File: config.mk
export PLATFORM = sky130hd
export DESIGN_NAME = snn_ctrl
export DESIGN_NICKNAME = d
export VERILOG_FILES = /design/src/rtl/snn_ctrl.sv
export SDC_FILE = /design/constraint.sdc
export NUM_CORES = 1
export LEC_CHECK = 0
export CAP_MARGIN = 20
export CORE_MARGIN = 8
export CORE_UTILIZATION = 49
export CTS_CLUSTER_DIAMETER = 200
export CTS_CLUSTER_SIZE = 24
export DETAILED_ROUTE_END_ITERATION = 8
export PLACE_DENSITY_LB_ADDON = 0.15
export SLEW_MARGIN = 25
export SYNTH_ARGS = -nofsm -noshare
export SYNTH_HDL_FRONTEND = slang
export SYNTH_SLANG_ARGS = --single-unit
File: constraint.sdc
create_clock -name clk -period 4.47 [get_ports clk]
set_input_delay 0.894 -clock clk [delete_from_list [all_inputs] [get_ports clk]]
set_output_delay 0.894 -clock clk [all_outputs]
set_load 0.005 [all_outputs]
File: src/rtl/snn_ctrl.sv
// Spiking-network front-end controller: unpacks serial image bytes into the
// 784x1 input-unit RAM, starts the inference core and sends the ASCII result.
module snn_ctrl (
   input  logic       clk,
   input  logic       rst_n,
   input  logic       rx_rdy,
   input  logic [7:0] rx_data,
   output logic       ram_we,
   output logic [9:0] ram_addr,
   output logic       ram_d,
   input  logic [9:0] core_addr,
   output logic       core_start,
   input  logic       core_done,
   input  logic [3:0] core_digit,
   output logic       tx_start,
   output logic [7:0] tx_data,
   input  logic       tx_done,
   output logic [3:0] digit_out,
   output logic       busy
);

   typedef enum logic [2:0] {
      LOAD,
      WRITE,
      START,
      WAIT,
      TX,
      TX_WAIT
   } state_t;

   state_t     state;
   state_t     state_d;
   logic [9:0] pix_cnt;
   logic [7:0] shift;
   logic       last_bit;
   logic       last_pixel;

   // Bytes always land on 8-pixel boundaries, so the low counter bits index the bit.
   assign last_bit   = (pix_cnt[2:0] == 3'd7);
   assign last_pixel = (pix_cnt == 10'd783);

   always_ff @(posedge clk or negedge rst_n) begin
      if (!rst_n) begin
         state <= LOAD;
      end else begin
         state <= state_d;
      end
   end

   always_comb begin
      state_d    = state;
      ram_we     = 1'b0;
      core_start = 1'b0;
      tx_start   = 1'b0;
      busy       = 1'b1;
      case (state)
         LOAD: begin
            busy = 1'b0;
            if (rx_rdy) begin
               state_d = WRITE;
            end
         end
         WRITE: begin
            ram_we = 1'b1;
            if (last_bit) begin
               state_d = last_pixel ? START : LOAD;
            end
         end
         START: begin
            core_start = 1'b1;
            state_d    = WAIT;
         end
         WAIT: begin
            if (core_done) begin
               state_d = TX;
            end
         end
         TX: begin
            tx_start = 1'b1;
            state_d  = TX_WAIT;
         end
         TX_WAIT: begin
            if (tx_done) begin
               state_d = LOAD;
            end
         end
         default: begin
            state_d = LOAD;
         end
      endcase
   end

   // The core owns the RAM address once the image is complete.
   assign ram_addr = ((state == LOAD) || (state == WRITE)) ? pix_cnt : core_addr;
   assign ram_d    = (state == WRITE) ? shift[0] : 1'b0;

   always_ff @(posedge clk or negedge rst_n) begin
      if (!rst_n) begin
         pix_cnt   <= 10'd0;
         shift     <= 8'd0;
         digit_out <= 4'd0;
         tx_data   <= 8'd0;
      end else begin
         case (state)
            LOAD: begin
               if (rx_rdy) begin
                  shift <= rx_data;
               end
            end
            WRITE: begin
               shift   <= {1'b0, shift[7:1]};
               pix_cnt <= (last_bit && last_pixel) ? 10'd0 : pix_cnt + 10'd1;
            end
            WAIT: begin
               // tx_data is formed here so it is already valid during the TX cycle.
               if (core_done) begin
                  digit_out <= core_digit;
                  tx_data   <= (core_digit <= 4'd9) ? (8'h30 + {4'h0, core_digit}) : 8'h3F;
               end
            end
            default: begin
            end
         endcase
      end
   end

endmodule

Word level (Yosys, flattened, before mapping)

Index checks and enable logic that the tools add are counted.

Logic and storage cells: 42
Bits of input ports: 27
Register bits: 33
Output and inout bits: 27

$add $sub $neg: 2
Reductions and logical operators: 7
Equality and inequality tests: 11
Mux-type cells: 16
Magnitude comparators: 1

Operators by type and width:

| cell                    | count |
|---|---|
| $mux W10                | 2 |
| $pmux W3 S6             | 1 |
| $pmux W8 S2             | 1 |
| $mux W3                 | 4 |
| $add A10 B1 Y10 const B | 1 |
| $eq A10 B10 Y1 const B  | 1 |
| $eq A3 B3 Y1 const B    | 3 |
| $mux W8                 | 1 |
| $ne A2 B2 Y1 const B    | 4 |
| $add A6 B4 Y7 const A   | 1 |
| $mux W7                 | 1 |
| $eq A3 B2 Y1 const B    | 2 |
| $mux W1                 | 5 |
| $le A4 B4 Y1 const B    | 1 |
| $reduce_and A2 Y1       | 2 |
| $reduce_and A4 Y1       | 1 |
| $eq A3 B1 Y1 const B    | 1 |
| $logic_not A3 Y1        | 1 |
| $mux W2                 | 1 |
| $reduce_bool A2 Y1      | 1 |
| $logic_and A1 B1 Y1     | 1 |
| $logic_or A1 B1 Y1      | 1 |

Longest topological paths before layout

Gate-level depths: netlist (run 1).

Depth in word-level cells: 4
Gate-level depth with buffers: 7
Depth with buffers taken out: 6

Least setup slack after synthesis (run 1)

No wires, ideal clock.

Path type: register -> output
Start point: register state[1]
End point: output ram_addr[0]
Stages on the path, launching flop included: 5
Arrival time: 1,318 ps
Data required time: 3,576 ps
Path slack: 2,258 ps
Path buffers: 2
Path through: dfrtp_1 -> clkbuf_1 -> nor2_1 -> buf_2 -> mux2_2

Cells in the longest elaborated chain, start to end: 3
Elaborated cells on any way between the ends: 4
Classes of those cells: 1 x eq/ne; 1 x mux; 2 x reduce/logical

Ends and longest elaborated chain:

| what                                             | RTL line | text |
|---|---|---|
| from (decl)                                      | 31       | `state_t state;` |
| from (signal assigned)                           | 46       | `state <= state_d;` |
| $eq A3 B1 Y1 or $logic_not A3 Y1 (tied branches) | 94       | `assign ram_addr = ((state == LOAD) \|\| (state == WRITE)) ? pix_cnt : core_addr;` |
| $logic_or A1 B1 Y1 *                             | 94       |  |
| $mux W10 *                                       | 94       |  |
| to (decl)                                        | 9        | `output logic [9:0] ram_addr,` |

Every way passes the cells marked *; elsewhere a longest branch is shown, timed or not.

Final worst setup path (run 1)

Start point: register state[1]
End point: output ram_d

Cells in the longest elaborated chain, start to end: 2

Ends and longest elaborated chain:

| what         | RTL line | text |
|---|---|---|
| $eq A3 B1 Y1 | 95       | `assign ram_d = (state == WRITE) ? shift[0] : 1'b0;` |
| $mux W1      | 95       |  |
| to (decl)    | 10       | `output logic ram_d,` |

No other way between the ends.

==> results of run 1 <==
[cells in the final DEF, fill, tap and decap left out, drive strengths merged]
cell type / n
nand2: 17
conb: 2
clkinv: 2
o22ai: 13
nand4: 3
nor3: 3
o2bb2ai: 1
nand2b: 1
dfrtp: 30
nor4: 1
clkdlybuf4s50: 50
nor3b: 1
o21a: 1
or2: 2
or3b: 1
nor2: 8
o21ai: 11
nand3: 4
and4: 2
xor2: 3
mux2i: 2
o211ai: 1
clkbuf: 7
buf: 3
nand3b: 1
a21bo: 1
a21oi: 13
and2: 1
inv: 3
and3: 3
o2111ai: 1
ha: 2
xnor2: 2
mux2: 16
[critical path: stages, from the launching register on]
cell and delay [ns]:
dfrtp_1 0.49, or3b_1 0.66, inv_1 0.23, and2_1 0.14
clkdlybuf4s50_1 0.50
[path summary, 6_finish.rpt]
kind | to | start | slack, ns
worst max-delay path | ram_d | state[1] | 1.22
worst min-delay path | tx_data[0] | tx_data[0] | 0.50
worst max register to register | pix_cnt[7] | state[1] | 2.51
worst min register to register | tx_data[0] | tx_data[0] | 0.50
max in group asynchronous | state[2] | rst_n | 3.43
min in group asynchronous | pix_cnt[5] | rst_n | 0.53
[power groups by stage]
stage                     combinational [uW]  sequential, uW  clock, uW
after floorplan                          226             383          0
after global placement                   328             402          0
after detailed placement                 340             408          0
after CTS                                341             403        174
after global routing                     381             416        184
final                                    336             405        168
[routing by layer]
layer | part of all wire, % | track usage [%] | vias to the layer above
li1 | - | - | 678
met1 | 41 | 16.7 | 663
met2 | 48 | 26.4 | 40
met3 | 9.4 | 7.23 | 7
met4 | 1.2 | 4.66 | 0
met5 | 0 | 0 | -
[logic make-up (layout without fill, tap and decap cells)]
kind of cell	count (synthesis)	count (layout)	share of synthesized area, %
xor+xnor	5	5	3.16
mux	18	18	12.3
compound gates	42	42	15.0
fa+ha+maj	2	2	1.54
buf+inv	16	65	5.86
other cells	1	2	0.231
flops	30	30	46.3
simple gates	48	48	15.6
[state kept, by name, summed over array words and instances, names as in the netlist]
signal,flops
pix_cnt,10
shift,8
tx_data,5
digit_out,4
state,3
[cell type report]
class                           count  area [um^2]  area share (%)
Sequential cell                    30          751            34.4
Clock inverter                      1         5.00           0.229
Clock buffer                        7         55.1            2.52
Inverter                            4         15.0           0.687
Tap cell                           46         57.6            2.63
Multi-Input combinational cell    117          781            35.7
Timing Repair Buffer               53          520            23.8
[per-stage QoR]
stage | total power [uW] | util (%) | instance area, um^2 | worst slack, ns | cells
after floorplan | 609 | - | 1630 | 2.26 | 163
after global placement | 730 | 65.4 | 2130 | 1.58 | 250
after detailed placement | 748 | 65.4 | 2130 | 1.55 | 250
after CTS | 918 | 67.2 | 2190 | 1.19 | 258
after global routing | 981 | 67.1 | 2180 | 1.05 | 258
final | 909 | 67.1 | 2180 | 1.22 | 258
==> summary.txt, run 1 <==
Yosys
  – Synth top area cells: dfrtp_1, mux2_2, o22ai_1
  – Prevailing post-synth register cell: dfrtp_1
  – Mapped Cells: ~160
  – Synthesis-stage register bit count: 30
  – Post-synth ARST share: 100%
  – Most instantiated cells after synthesis: dfrtp_1, nand2_1, mux2_2
  – Sequential share of the synthesized area: ~46%
  – Post-synth EDFFs: 0
  – Most frequent cell after synthesis: dfrtp_1
  – Mapped cell area: around 1600 um^2
  – Synth top area share: between 40% and 50%
  – Yosys top cell by area: dfrtp_1
  – Ys Warns: 0
  – Post-synthesis cell type count: 38
  – Mapped Avg Cell Area: between 10 and 15 um^2

Clock tree
  – H-tree Lvls: 2
  – CTS root buf: clkbuf_4
  – Num CTS Buffers: 5
  – CTS clk-pin slew, worst paths: 0.09 ns
  – Clk sinks: 30
  – Clk_lat worst skew: about 0.32 ns
  – CTS Buffer Depth: 2
  – TritonCTS clock tree: built
  – Setup fix buffers added after clock tree synthesis: 0
  – # hold bufs at CTS: 0
  – CTS-repair resized insts: 0

Power and ir drop
  – PwrDens: 416 nW/um^2
  – Max IR drop VDD: 0.284 mV
  – Leakage: around 0.00094 uW
  – Sw Ratio: a little over a third
  – Clk pwr share: ~18%
  – Sequential cell fraction of total power: 44.6%
  – Total net switching power: 318 uW
  – Internal: slightly below 600 uW
  – Gate power share: a little under two fifths

Die
  – Die width: between 70 and 80 um
  – Core Area: 3260 um^2
  – Die height: ~74 um
  – Initial Util: ~50%
  – # IOs: 54
  – Die area: roughly 5400 um^2
  – # rows: 21

Detailed routing
  – WL/cell: 15.1 um
  – Vias: about 1400
  – DRT Wirelength: between 3000 and 4000 um
  – Antenna viol nets, final: 0
  – Initial DRC count: 74
  – Vias per cell: roughly 5.4
  – DR DRC count: 0
  – Initial DRT Pass Iterations: 4

Global routing
  – Gr ovfl total: 0
  – Total GRT Usage: roughly 16%
  – First-pass GRT wire length: ~6500 um
  – Vias in the first global route: ~1400
  – Largest net degree at the start of global routing: 24
  – Initial antenna violation count: 0

STA
  – Slew HR: 63.0%
  – Final Slew Violations: 0
  – Fin crit period: ~3.2 ns
  – Clk_skew: 0.00660 ns
  – Fmax: a little over 300 MHz
  – Finish-stage setup viols: 0
  – Unrepaired setup endpoints after global routing: false
  – Final Hold Slack: about 0.50 ns
  – Fin crit share: between 70% and 80%
  – Total negative setup slack: 0 ns
  – Hold Violations, Final: 0
  – Worst-margin pin slew: approximately 0.55 ns

Worst setup path
  – Crit start category: flip-flop
  – Crit path required time: about 3.6 ns
  – Arr. time, crit path: around 2.4 ns
  – CP Class: reg2out
  – Cell count of the worst reg-to-reg path: 4
  – Crit path capture type: output pin
  – Max FO, Critical Path: 16

Placement
  – IO Port Bufs: a little over 50
  – Routability cong.: roughly 0.74
  – Final HPWL DP: a little under 3000 um

Min path
  – Hold Path Class: reg2reg
  – Cells on Worst Hold Path: 2

Run
  – Max Cap Viol: 0

Finish
  – # fillers: between 200 and 300
  – Nets: 240
  – Fraction of layout cells with a size suffix above 1: between 10% and 20%
  – Ant diodes: 0
  – Area growth syn-to-layout: 34.6%

Run status
  – Status: completed
Note: power is estimated with default switching activity, not from simulation.
==> run 2: changes to the inputs <==
Settings changed: CORE_UTILIZATION 49 to 41.
Clock period 4.47 ns to 2.7 ns, I/O delays scaled along.
==> run 2 against run 1 <==
Clock-buffer cell count stayed put. Final cell count is 2.3% higher. Hold slack worse by 0.012 ns. Sequential share of layout area is 0.75 points lower. Clock skew is 0.0020 ns lower. Critical endpoint unchanged.
==> summary.txt, run 2 (synthesized netlist as in run 1, its figures left out) <==
Run status
  – Status: completed

Power and ir drop
  – Gate power share: 36.5% (-0.5 points)
  – Max IR drop VDD: 0.426 mV (+50%)
  – Sequential cell fraction of total power: 42.6% (-2.0 points)
  – Leakage: 0.000956 uW (+1.8%)
  – Total power: 1580 uW (+73%)
  – Sw Ratio: 33.8% (-1.2 points)
  – Total net switching power: 533 uW (+67%)
  – Internal: 1040 uW (+77%)
  – Clk pwr share: 20.9% (+2.5 points)
  – PwrDens: 706 nW/um^2 (+70%)

Finish
  – Largest regs: pix_cnt: 10 flops, shift: 8 flops, tx_data: 5 flops
  – Commonest non-fill, non-tap cell in the layout: clkdlybuf4s50_1
  – Reg with most FFs: pix_cnt
  – Ant diodes: 0 (unchanged)
  – Fraction of layout cells with a size suffix above 1: 15.0% (-0.14 points)
  – Area growth syn-to-layout: 37.6%
  – # fillers: 332 (+12%)
  – Max reg flops: 10 (unchanged)
  – Nets: 243 (+1.3%)
  – Most frequent cells in the layout: clkdlybuf4s50_1, dfrtp_1, nand2_1

Worst setup path
  – Crit path capture type: output pin
  – Flop-to-flop setup slack: 0.86 ns (-1.65 ns)
  – Reg-to-reg endpoint: state[0]
  – Arr. time, crit path: 1.93 ns (-0.42 ns)
  – RR Startpoint: pix_cnt[0]
  – Critical path cell sequence: or3b_1 -> inv_1 -> and2_1 -> clkdlybuf4s50_1
  – Crit start category: flip-flop
  – Cell count of the worst reg-to-reg path: 6 (+2)
  – CP Launch Point: state[1]
  – CP Class: reg2out
  – Crit path required time: 2.16 ns (-1.42 ns)
  – Max FO, Critical Path: 11 (-5)
  – CP max-delay cell: clkdlybuf4s50_1
  – Crit-path max cell delay: 0.50 ns (-0.16 ns)

STA
  – Total negative setup slack: 0 ns (unchanged)
  – Hold Violations, Final: 0 (unchanged)
  – Fin crit period: 2.47 ns
  – Worst-margin pin slew: 0.554 ns (+0.00100 ns)
  – Clk_skew: 0.00458 ns (-0.00202 ns)
  – Unrepaired setup endpoints after global routing: false
  – Slew HR: 62.9% (-0.067 points)
  – Fin crit share: around nine tenths
  – Worst Slack Setup Final: 0.232 ns (-0.991 ns)
  – Fmax: 405 MHz
  – Final Slew Violations: 0 (unchanged)
  – Finish-stage setup viols: 0 (unchanged)

Die
  – # rows: 23 (+9.5%)
  – Core Area: 3910 um^2 (+20%)
  – Die width: 78.9 um (+7.3%)
  – Die area: 6230 um^2 (+15%)
  – Initial Util: 41.5% (-8.3 points)
  – Die height: 78.9 um (+7.3%)
  – # IOs: 54 (unchanged)

Clock tree
  – CTS Buffer Depth: 2 (unchanged)
  – CTS-repair resized insts: 0 (unchanged)
  – Clk_lat worst skew: 0.27 ns (-0.05 ns)
  – CTS root buf: clkbuf_8
  – TritonCTS clock tree: built
  – # hold bufs at CTS: 0 (unchanged)
  – H-tree Lvls: 2 (unchanged)
  – Num CTS Buffers: 5 (unchanged)
  – Clk sinks: 30 (unchanged)
  – Setup fix buffers added after clock tree synthesis: 0 (unchanged)
  – CTS clk-pin slew, worst paths: 0.06 ns (-0.03 ns)

Detailed routing
  – WL/cell: 15.6 um (+3.4%)
  – Vias: 1419 (+2.2%)
  – DRT Wirelength: 4120 um (+5.8%)
  – DR DRC count: 0 (unchanged)
  – Initial DRC count: 54 (-27%)
  – Vias per cell: 5.38 (about the same)
  – Initial DRT Pass Iterations: 4 (unchanged)
  – Antenna viol nets, final: 0 (unchanged)

Placement
  – Post-Place Setup Slack: 0.497 ns (-1.05 ns)
  – Final HPWL DP: 3060 um (+3.2%)
  – IO Port Bufs: 51 (unchanged)
  – Routability cong.: 0.833 (+13%)

Global routing
  – Total GRT Usage: 13.5% (-2.0 points)
  – Gr ovfl total: 0 (unchanged)
  – Largest net degree at the start of global routing: 31 (+29%)
  – Vias in the first global route: 1495 (+7.1%)
  – First-pass GRT wire length: 6780 um (+3.8%)
  – Initial antenna violation count: 0 (unchanged)

Min path
  – Hold Path Class: reg2reg
  – Worst Hold End: tx_data[0]
  – Cells on Worst Hold Path: 2 (unchanged)
  – Hold path start: tx_data[0]

Run
  – Max Cap Viol: 0 (unchanged)
[run 2: worst max path at each step]
stage          depth (start not counted)          end  slack [ns]
2_1_floorplan                          4  ram_addr[0]        0.84
3_3_place_gp                           3  ram_addr[9]        0.52
3_5_place_dp                           3  ram_addr[5]        0.50
4_1_cts                                4  ram_addr[1]        0.20
5_1_grt                                4  ram_addr[1]         0.1
6_report                               4        ram_d        0.23
[run 2: power groups by stage]
stage	registers [uW]	clock network (uW)	logic [uW]
global route	686	363	651
floorplan	634	0	375
detailed placement	677	0	580
finish	671	329	576
global placement	666	0	558
CTS	669	343	583
[run 2: per-stage QoR]
stage	instance area [um^2]	util (%)	hold slack [ns]	instances
3_5_place_dp	2160	55.1	0.479	257
2_1_floorplan	1630	-	0.244	163
4_1_cts	2230	57.1	0.492	264
3_3_place_gp	2160	55.1	0.463	257
5_1_grt	2230	57.1	0.516	264
6_report	2230	57.1	0.485	264
[run 2: routing by layer]
| layer | wire length (um) | GRT usage [%] | up-vias |
|---|---|---|---|
| li1 | - | - | 685 |
| met1 | 1660 | 13.8 | 686 |
| met2 | 2040 | 23.7 | 43 |
| met3 | 372 | 5.64 | 5 |
| met4 | 54 | 5.93 | 0 |
| met5 | 0 | 0 | - |
[run 2: area by class of cell]
| type | instances | area, um^2 | area share, % |
|---|---|---|---|
| sequential | 30 | 751 | 33.6 |
| timing repair buffer | 56 | 548 | 24.5 |
| clock buffer | 7 | 76.3 | 3.42 |
| inverter | 4 | 15.0 | 0.672 |
| multi-input combinational | 117 | 781 | 35.0 |
| tap | 50 | 62.6 | 2.80 |
[run 2: critical path, delay by kind of cell (launching register included)]
kind	cells	cell delay, ns
simple gates	2	0.56
buf+inv	2	0.63
flops	1	0.47
==> run 3: changes to the inputs <==
Settings changed: CORE_UTILIZATION 41 to 45.
Clock period 2.7 ns to 2.3 ns, I/O delays scaled along.
==> run 3 against run 2 <==
Global-route usage up 0.78 points. Combinational power up 16%. Clock-buffer cell count down 2. Die area down 7.1%.
==> summary.txt, run 3 (synthesized netlist as in run 1, its figures left out) <==
Run status
  – Status: completed

Detailed routing
  – Vias: 1454 (+2.5%)
  – Antenna viol nets, final: 0 (unchanged)
  – Vias per cell: 5.33 (-0.91%)
  – DR DRC count: 0 (unchanged)
  – Initial DRT Pass Iterations: 4 (unchanged)
  – DRT Wirelength: 4020 um (-2.4%)
  – Initial DRC count: 90 (+67%)
  – WL/cell: 14.7 um (-5.6%)

Power and ir drop
  – Leakage: 0.00108 uW (+13%)
  – Total power: 1860 uW (+18%)
  – Max IR drop VDD: 0.503 mV (+18%)
  – PwrDens: 791 nW/um^2 (+12%)

Worst setup path
  – RR Startpoint: pix_cnt[0]
  – Flop-to-flop setup slack: 0.51 ns (-0.35 ns)
  – Crit start category: flip-flop
  – Max FO, Critical Path: 10 (-1)
  – Critical path cell sequence: nor2_4 -> buf_12 -> buf_4 -> mux2_2 -> dlygate4sd2_1
  – CP max-delay cell: dfrtp_1
  – CP Class: reg2out
  – Crit path capture type: output pin
  – CP delay by family, top: buffers and inverters
  – Crit path required time: 1.84 ns (-0.32 ns)
  – Arr. time, crit path: 1.75 ns (-0.18 ns)
  – CP Launch Point: state[1]
  – Reg-to-reg endpoint: state[0]
  – Cell count of the worst reg-to-reg path: 6 (unchanged)
  – Crit-path max cell delay: 0.43 ns (-0.07 ns)
  – Worst path bufs/invs: 3 (+1)

STA
  – Slew HR: 65.9% (+3.0 points)
  – Fin crit period: 2.21 ns
  – Fmax: 452 MHz
  – Clk_skew: 0.00424 ns (-0.000338 ns)
  – Final Hold Slack: 0.500 ns (+0.0148 ns)
  – Fin crit share: 96.1%
  – Finish-stage setup viols: 0 (unchanged)
  – Worst Slack Setup Final: 0.0887 ns (-0.144 ns)
  – Hold Violations, Final: 0 (unchanged)
  – Final Slew Violations: 0 (unchanged)
  – Total negative setup slack: 0 ns (unchanged)
  – Worst-margin pin slew: 0.510 ns (-0.0445 ns)

Global routing
  – Initial antenna violation count: 0 (unchanged)
  – Gr ovfl total: 0 (unchanged)
  – First-pass GRT wire length: 6950 um (+2.4%)
  – Total GRT Usage: 14.3% (+0.78 points)
  – Largest net degree at the start of global routing: 31 (unchanged)
  – Vias in the first global route: 1552 (+3.8%)

Finish
  – Reg with most FFs: pix_cnt
  – Max reg flops: 10 (unchanged)
  – Fin cells: 273 (+3.4%)
  – Commonest non-fill, non-tap cell in the layout: clkdlybuf4s50_1
  – Area growth syn-to-layout: 44.7%
  – Nets: 253 (+4.1%)
  – Fraction of layout cells with a size suffix above 1: 21.8% (+6.8 points)
  – Ant diodes: 0 (unchanged)
  – Largest regs: pix_cnt: 10 flops, shift: 8 flops, tx_data: 5 flops
  – Most frequent cells in the layout: clkdlybuf4s50_1, dfrtp_1, nand2_1

Clock tree
  – Clk_lat worst skew: 0.33 ns (+0.06 ns)
  – CTS Buffer Depth: 2 (unchanged)
  – CTS root buf: clkbuf_4
  – CTS clk-pin slew, worst paths: 0.10 ns (+0.04 ns)
  – # hold bufs at CTS: 0 (unchanged)
  – Num CTS Buffers: 5 (unchanged)
  – TritonCTS clock tree: built
  – Clk sinks: 30 (unchanged)
  – H-tree Lvls: 2 (unchanged)

Min path
  – Hold Path Class: reg2reg
  – Worst Hold End: tx_data[0]
  – Hold path start: tx_data[0]
  – Cells on Worst Hold Path: 2 (unchanged)

Die
  – Initial Util: 45.7% (+4.2 points)
  – Core Area: 3550 um^2 (-9.3%)
  – Die area: 5780 um^2 (-7.1%)
  – Die height: 76.1 um (-3.6%)
  – # rows: 22 (-4.3%)
  – Die width: 76.1 um (-3.6%)
  – # IOs: 54 (unchanged)

Placement
  – Post-Place Setup Slack: 0.248 ns (-0.249 ns)
  – Final HPWL DP: 2960 um (-3.4%)
  – IO Port Bufs: 51 (unchanged)
  – Routability cong.: 0.765 (-8.1%)
  – Placed cells: 257 (unchanged)

Run
  – Max Cap Viol: 0 (unchanged)
-- run 3: cell count changes in the layout (fill, tap and decap cells not counted), moves of 2 or more --
cell             delta
clkdlybuf4s50_1    -13
dlygate4sd2_1      +12
buf_4               +8
clkbuf_4            +5
clkbuf_8            -5
clkbuf_1            -2
clkinvlp_4          +2
-- run 3: routing by layer --
layer | up-vias | part of all wire (%) | GRT usage [%]
met5 | - | 0 | 0
met4 | 0 | 1.1 | 5.00
met3 | 5 | 9.8 | 7.31
met2 | 50 | 51 | 23.8
met1 | 692 | 38 | 15.1
li1 | 707 | - | -
-- run 3: worst register-to-register path: stages (launching register included) --
cell and delay, ns:
dfrtp_1 0.46, ha_1 0.24, ha_1 0.21, mux2i_1 0.14, a21oi_1 0.12, o21ai_0 0.17, mux2_2 0.35
-- run 3: final cells by class --
type	instances	area, um^2
Fill cell	280	1200
Tap cell	48	60.1
Inverter	4	16.3
Clock buffer	5	37.5
Clock inverter	3	45.0
Sequential cell	30	751
Timing Repair Buffer	66	648
Multi-Input combinational cell	117	791
-- run 3: metrics by stage --
stage | instance area, um^2 | util (%)
6_report | 2350 | 66.1
2_1_floorplan | 1630 | -
5_1_grt | 2350 | 66.1
4_1_cts | 2340 | 65.8
3_3_place_gp | 2180 | 61.5
3_5_place_dp | 2180 | 61.5
-- run 3: timing repair --
item,in CTS,in global routing
resized for setup,16,2
pin swaps,2,1
cloned,1,0
setup buffers,6,1
setup endpoints to repair,12,2
-- run 3: where the power goes --
group / switching, uW / total, uW / internal (uW)
combinational: 320 / 667 / 347
clock: 194 / 422 / 228
sequential: 122 / 770 / 648
-- run 3: worst max-delay path by stage --
stage,end,cells past startpoint
floorplan,ram_addr[0],4
global placement,ram_addr[9],3
detailed placement,ram_addr[9],3
CTS,ram_we,3
global route,ram_addr[5],5
finish,ram_addr[5],5
==> patch 1 (flow settings as in run 3) <==
Make the reset (`rst_n`) synchronous in 2 clocked blocks.
--- a/src/rtl/snn_ctrl.sv
+++ b/src/rtl/snn_ctrl.sv
@@ -41,3 +41,3 @@
 
-   always_ff @(posedge clk or negedge rst_n) begin
+   always_ff @(posedge clk) begin
       if (!rst_n) begin
@@ -96,3 +96,3 @@
 
-   always_ff @(posedge clk or negedge rst_n) begin
+   always_ff @(posedge clk) begin
       if (!rst_n) begin
Function: differs if rst_n is asserted again (counterexample within 4 cycles, from zero or initial values and one cycle with rst_n low); with rst_n held inactive, the same outputs for 10 cycles.
==> patch 1 against run 3 <==
Worst setup slack improved by 0.012 ns. First-iteration DRC count increased by 34%. Global-route usage increased by 0.69 points. Core utilization increased by 4.7 points. Hold slack got worse by 0.044 ns. Synthesized cell count increased by 3.1%. Sequential cell count unchanged. Clock skew increased by 0.0097 ns. Final area decreased by 7.9%. Routed wire length decreased by 0.90%. Synthesized area decreased by 11%. Fmax increased by 0.56%. Largest cell class unchanged.
Power is not compared: it rests on default switching activity, and its combinational part moved more than twofold at a synthesized area within 25%.
==> patch 1: results (changes against run 3) <==
| Metric | Value |
|---|---|
| Maximum vdd drop | `0.000303 V` |
| Layout cells sized above 1 | `17.7% (was 21.8%)` |
| CTS Hold Bufs | `0 (unchanged)` |
| Fin Clk Skew | `0.0140 ns (was 0.00424 ns)` |
| Final wirelength | `3.99 mm (was 4.02 mm)` |
| Leak | `approximately 0.001 uW` |
| Yosys cell types | `32 (was 38)` |
| Vias | `1447 (was 1454)` |
| Hold endpoint | `digit_out[2] (was tx_data[0])` |
| Setup WS pre-CTS | `0.183 ns (was 0.248 ns)` |
| R2r setup slk | `0.66 ns (was 0.51 ns)` |
| Gp weighted congestion | `0.797 (was 0.765)` |
| Sequential fraction of the synthesis area | `41.7% (was 46.3%)` |
| Number of I/O port buffers | `51 (unchanged)` |
| Post-DP HPWL | `2.90 mm (was 2.96 mm)` |
| Arrival time of the worst setup path | `1.74 ns` |
| Crit path max fanout | `10 (unchanged)` |
| Worst hold path class | `flip-flop to flip-flop (unchanged)` |
| Total track usage | `15.0% (was 14.3%)` |
| 1st-iter DRT viols | `121 (was 90)` |
| Status | `completed (unchanged)` |
| Hold Startpoint | `digit_out[2] (was tx_data[0])` |
| Largest net degree at the start of global routing | `15 (was 31)` |
| Global-route wire length before repair | `6.29 mm (was 6.95 mm)` |
| RR Startpoint | `state[2] (was pix_cnt[0])` |
| Filler cells | `281 (was 280)` |
| Synth top cells by count | `32 x nand2_1, 30 x dfxtp_1, 20 x nor2_1 (was 30 x dfrtp_1, 17 x nand2_1, 16 x mux2_2)` |
| FF-to-FF End | `pix_cnt[7] (was state[0])` |
| H-tree depth | `2 (unchanged)` |
| MaxCap Viol Count | `0 (unchanged)` |
| Clock Tree Buf Depth | `2 (unchanged)` |
| Nets | `259 (was 253)` |
| Area contributors post-synth | `dfxtp_1 42%, mux2_2 8.6%, nand2_1 8.3% (was dfrtp_1 46%, mux2_2 11%, o22ai_1 5.0%)` |
| Ys async rst share | `0% (was 100%)` |
patch 1: cell count changes in the layout (fill, tap and decap cells not counted), sizes merged, moves of 3 or more:
cell                 run 3  this run
o221a                    0         3
dfxtp                    0        30
nand2                   17        32
dlymetal6s2s             1         7
xor2                     3         7
o21ai                   11         2
nor2                     8        21
a311oi                   0         8
dfrtp                   30         0
o22ai                   13         0
dlygate4sd2             12         4
mux2                    16        11
patch 1: critical path: stages (launching register included):
cell	delay, ns
dfxtp_4	0.38
nor2_4	0.16
buf_8	0.15
buf_4	0.11
mux2_2	0.32
dlygate4sd2_1	0.27
patch 1: layer usage:
| layer | vias to the layer above | track usage [%] | share of wire [%] |
|---|---|---|---|
| met3 | 6 | 7.01 | 7.4 |
| met2 | 59 | 25.2 | 50 |
| li1 | 709 | - | - |
| met1 | 673 | 15.9 | 42 |
| met4 | 0 | 5.33 | 1.1 |
| met5 | - | 0 | 0 |
patch 1: power by group:
group | internal, uW | total (uW) | switching [uW]
Sequential | 534 | 545 | 11.0
Clock | 225 | 426 | 201
Combinational | 77.8 | 135 | 57.3
Total | 836 | 1110 | 269
patch 1: final cells by class:
cell class | instances | area (sq um) | area share (%)
repair buffers | 64 | 628 | 29.1
well taps | 44 | 55.1 | 2.55
clock buffers | 5 | 37.5 | 1.74
flip-flops and latches | 30 | 606 | 28.0
clock inverters | 3 | 40.0 | 1.85
inverters | 2 | 15.0 | 0.694
multi-input cells | 127 | 781 | 36.1
patch 1: per-stage QoR:
step / cell area [sq um] / hold WS (ns) / std cells
3_5_place_dp: 1990 / 0.447 / 259
6_report: 2160 / 0.456 / 275
4_1_cts: 2110 / 0.458 / 271
5_1_grt: 2160 / 0.486 / 275
2_1_floorplan: 1440 / 0.453 / 168
3_3_place_gp: 1990 / 0.444 / 259
patch 1: worst max path at each step:
| stage | from | slack [ns] | to |
|---|---|---|---|
| 2_1_floorplan | state[1] | 0.73 | ram_d |
| 3_3_place_gp | state[1] | 0.21 | ram_d |
| 3_5_place_dp | state[1] | 0.18 | ram_d |
| 4_1_cts | state[2] | 0.0004 | ram_addr[9] |
| 5_1_grt | state[2] | 0.06 | ram_addr[7] |
| 6_report | state[2] | 0.10 | ram_addr[6] |
patch 1: logic make-up (layout without fill, tap and decap cells):
family / after synthesis / count (layout) / share of synthesized area (%)
compound gates: 29 / 29 / 14.2
flops: 30 / 30 / 41.7
mux: 11 / 11 / 8.60
simple gates: 76 / 76 / 24.3
buf+inv: 11 / 74 / 4.86
other cells: 1 / 2 / 0.260
fa+ha+maj: 2 / 2 / 1.74
xor+xnor: 7 / 7 / 4.26
patch 1: timing repair:
action | 4_1_cts | 5_1_grt
setup buffers | 4 | 4
pin swaps | 2 | 0
setup endpoints to repair | 12 | 7
resized for setup | 11 | 8
==> patch 2 (flow settings as in run 3) <==
Without the edit above. Encoding of `state_t`: now one-hot (6 bits for 6 states).
--- a/src/rtl/snn_ctrl.sv
+++ b/src/rtl/snn_ctrl.sv
@@ -21,9 +21,9 @@
 
-   typedef enum logic [2:0] {
-      LOAD,
-      WRITE,
-      START,
-      WAIT,
-      TX,
-      TX_WAIT
+   typedef enum logic [5:0] {
+      LOAD    = 6'b000001,
+      WRITE   = 6'b000010,
+      START   = 6'b000100,
+      WAIT    = 6'b001000,
+      TX      = 6'b010000,
+      TX_WAIT = 6'b100000
    } state_t;
Behaviour: same outputs for any inputs over 10 cycles, from zero or initial values and one cycle with rst_n low; not proved beyond that.
==> patch 2 against run 3 <==
Total power grew 18%. Final area is 7.1% higher. Worst setup slack got worse by 0.028 ns. Synthesized cell count up 5.6%. Sequential cell count increased by 3. Fmax shrank 1.2%. Hold slack got worse by 0.016 ns. Routed wire length is 4.2% higher. Core utilization shrank 2.8 points. Synthesized area increased by 13%. Critical path type unchanged. Highest routed layer unchanged.
==> patch 2: results (changes against run 3) <==
| Metric | Value |
|---|---|
| Clk Latency, worst-skew pair | `0.28 ns (was 0.33 ns)` |
| Synth Instances | `171 (was 162)` |
| Global-route wire length before repair | `6.80 mm (was 6.95 mm)` |
| Number of global-route vias before repair | `1465 (was 1552)` |
| 1st-iter DRT viols | `93 (was 90)` |
| Gp weighted congestion | `0.839 (was 0.765)` |
| Nets | `261 (was 253)` |
| Main flop type after synthesis | `dfrtp_1 (unchanged)` |
| Total track usage | `13.5% (was 14.3%)` |
| Worst slew margin | `62.3% (was 65.9%)` |
| Post-cts sizing count | `29 (was 16)` |
| CP endpoint | `ram_addr[7] (was ram_addr[5])` |
| Synth top cells by count | `32 x dfrtp_1, 19 x nand2_1, 12 x nor2_1, 12 x o21ai_0 (was 30 x dfrtp_1, 17 x nand2_1, 16 x mux2_2)` |
| Largest net degree at the start of global routing | `34 (was 31)` |
| DRC Markers | `0 (unchanged)` |
| Yosys cell types | `46 (was 38)` |
| Top Family by Delay on Critical Path | `flip-flops (was buffers and inverters)` |
| Worst reg2reg path depth | `6 (unchanged)` |
| DR pass1 iterations | `4 (unchanged)` |
| Total length of routed met2 wires | `2.07 mm (about the same)` |
| Met1 Wirelength | `1.77 mm (was 1.51 mm)` |
| Area contributors post-synth | `dfrtp_1 44%, mux2_4 6.5%, mux2i_1 4.4% (was dfrtp_1 46%, mux2_2 11%, o22ai_1 5.0%)` |
| R2r setup slk | `0.32 ns (was 0.51 ns)` |
| Via density | `5.22 (was 5.33)` |
| Leak | `0.00123 uW (was 0.00108 uW)` |
| Fin Clk Skew | `0.00605 ns (was 0.00424 ns)` |
| Worst setup startpoint | `state[5] (was state[1])` |
| Clock transition at path regs | `0.07 ns (was 0.10 ns)` |
| Sequential fraction of the synthesis area | `45.1% (was 46.3%)` |
| Postcts setup bufs | `1 (was 6)` |
| Post-DP HPWL | `3.19 mm (was 2.96 mm)` |
| Hold Startpoint | `shift[4] (was tx_data[0])` |
| Arrival time of the worst setup path | `1.78 ns (was 1.75 ns)` |
| Clock tree root buffer cell | `clkbuf_8 (was clkbuf_4)` |
| Largest regs | `pix_cnt: 10 flops, shift: 8 flops, state: 6 flops (was pix_cnt: 10 flops, shift: 8 flops, tx_data: 5 flops)` |
| Met3 WL post-DR | `297 um (was 396 um)` |
| Wire per inst | `14.8 um (was 14.7 um)` |
| Diodes inserted | `0 (unchanged)` |
| Status | `completed (unchanged)` |
| Maximum vdd drop | `0.000467 V (was 0.000503 V)` |
| Crit path max fanout | `11 (was 10)` |
| Hold endpoint | `shift[3] (was tx_data[0])` |
| FF-to-FF End | `shift[4] (was state[0])` |
| Layout cells sized above 1 | `24.0% (was 21.8%)` |
-- patch 2: metrics by stage --
| step | worst slack [ns] | cells | power [uW] | hold WS [ns] | area [sq um] |
|---|---|---|---|---|---|
| detailed placement | 0.105 | 273 | 1820 | 0.477 | 2420 |
| CTS | -0.00868 | 282 | 2240 | 0.490 | 2530 |
| floorplan | 0.343 | 172 | 1410 | 0.164 | 1840 |
| finish | 0.0610 | 283 | 2200 | 0.484 | 2520 |
| global placement | 0.128 | 273 | 1790 | 0.460 | 2420 |
| global route | 0.00170 | 283 | 2350 | 0.504 | 2520 |
-- patch 2: routing by layer --
metal	up-vias	global-route usage (%)
met5	-	0
met4	0	4.36
met3	5	5.74
met2	36	21.8
met1	721	15.8
li1	714	-
-- patch 2: final cells by class --
type	count	area (sq um)
sequential	33	830
multi-input combinational	125	937
inverter	4	16.3
tap	50	62.6
timing repair buffer	63	581
fill	326	1460
clock buffer	8	90.1
-- patch 2: cell families after synthesis --
kind of cell | count (synthesis) | share of synthesized area, %
fa+ha+maj | 2 | 1.36
buf+inv | 14 | 5.12
xor+xnor | 5 | 2.80
flops | 33 | 45.1
other cells | 1 | 0.204
simple gates | 67 | 20.9
compound gates | 26 | 9.28
mux | 23 | 15.2
-- patch 2: worst reg2reg max path, stage by stage (launching register included) --
cell     delay, ns
dfrtp_1       0.42
nor4_4        0.32
buf_4         0.19
buf_4         0.13
nand3_1       0.41
mux2i_1       0.28
o21ai_0       0.10
-- patch 2: power breakdown --
part / switching [uW] / leakage [uW] / total [uW] / internal [uW]
Combinational: 419 / 0.000752 / 968 / 549
Clock: 196 / 0.0000455 / 440 / 244
Sequential: 84.8 / 0.000431 / 788 / 703
Total: 700 / 0.00123 / 2200 / 1500
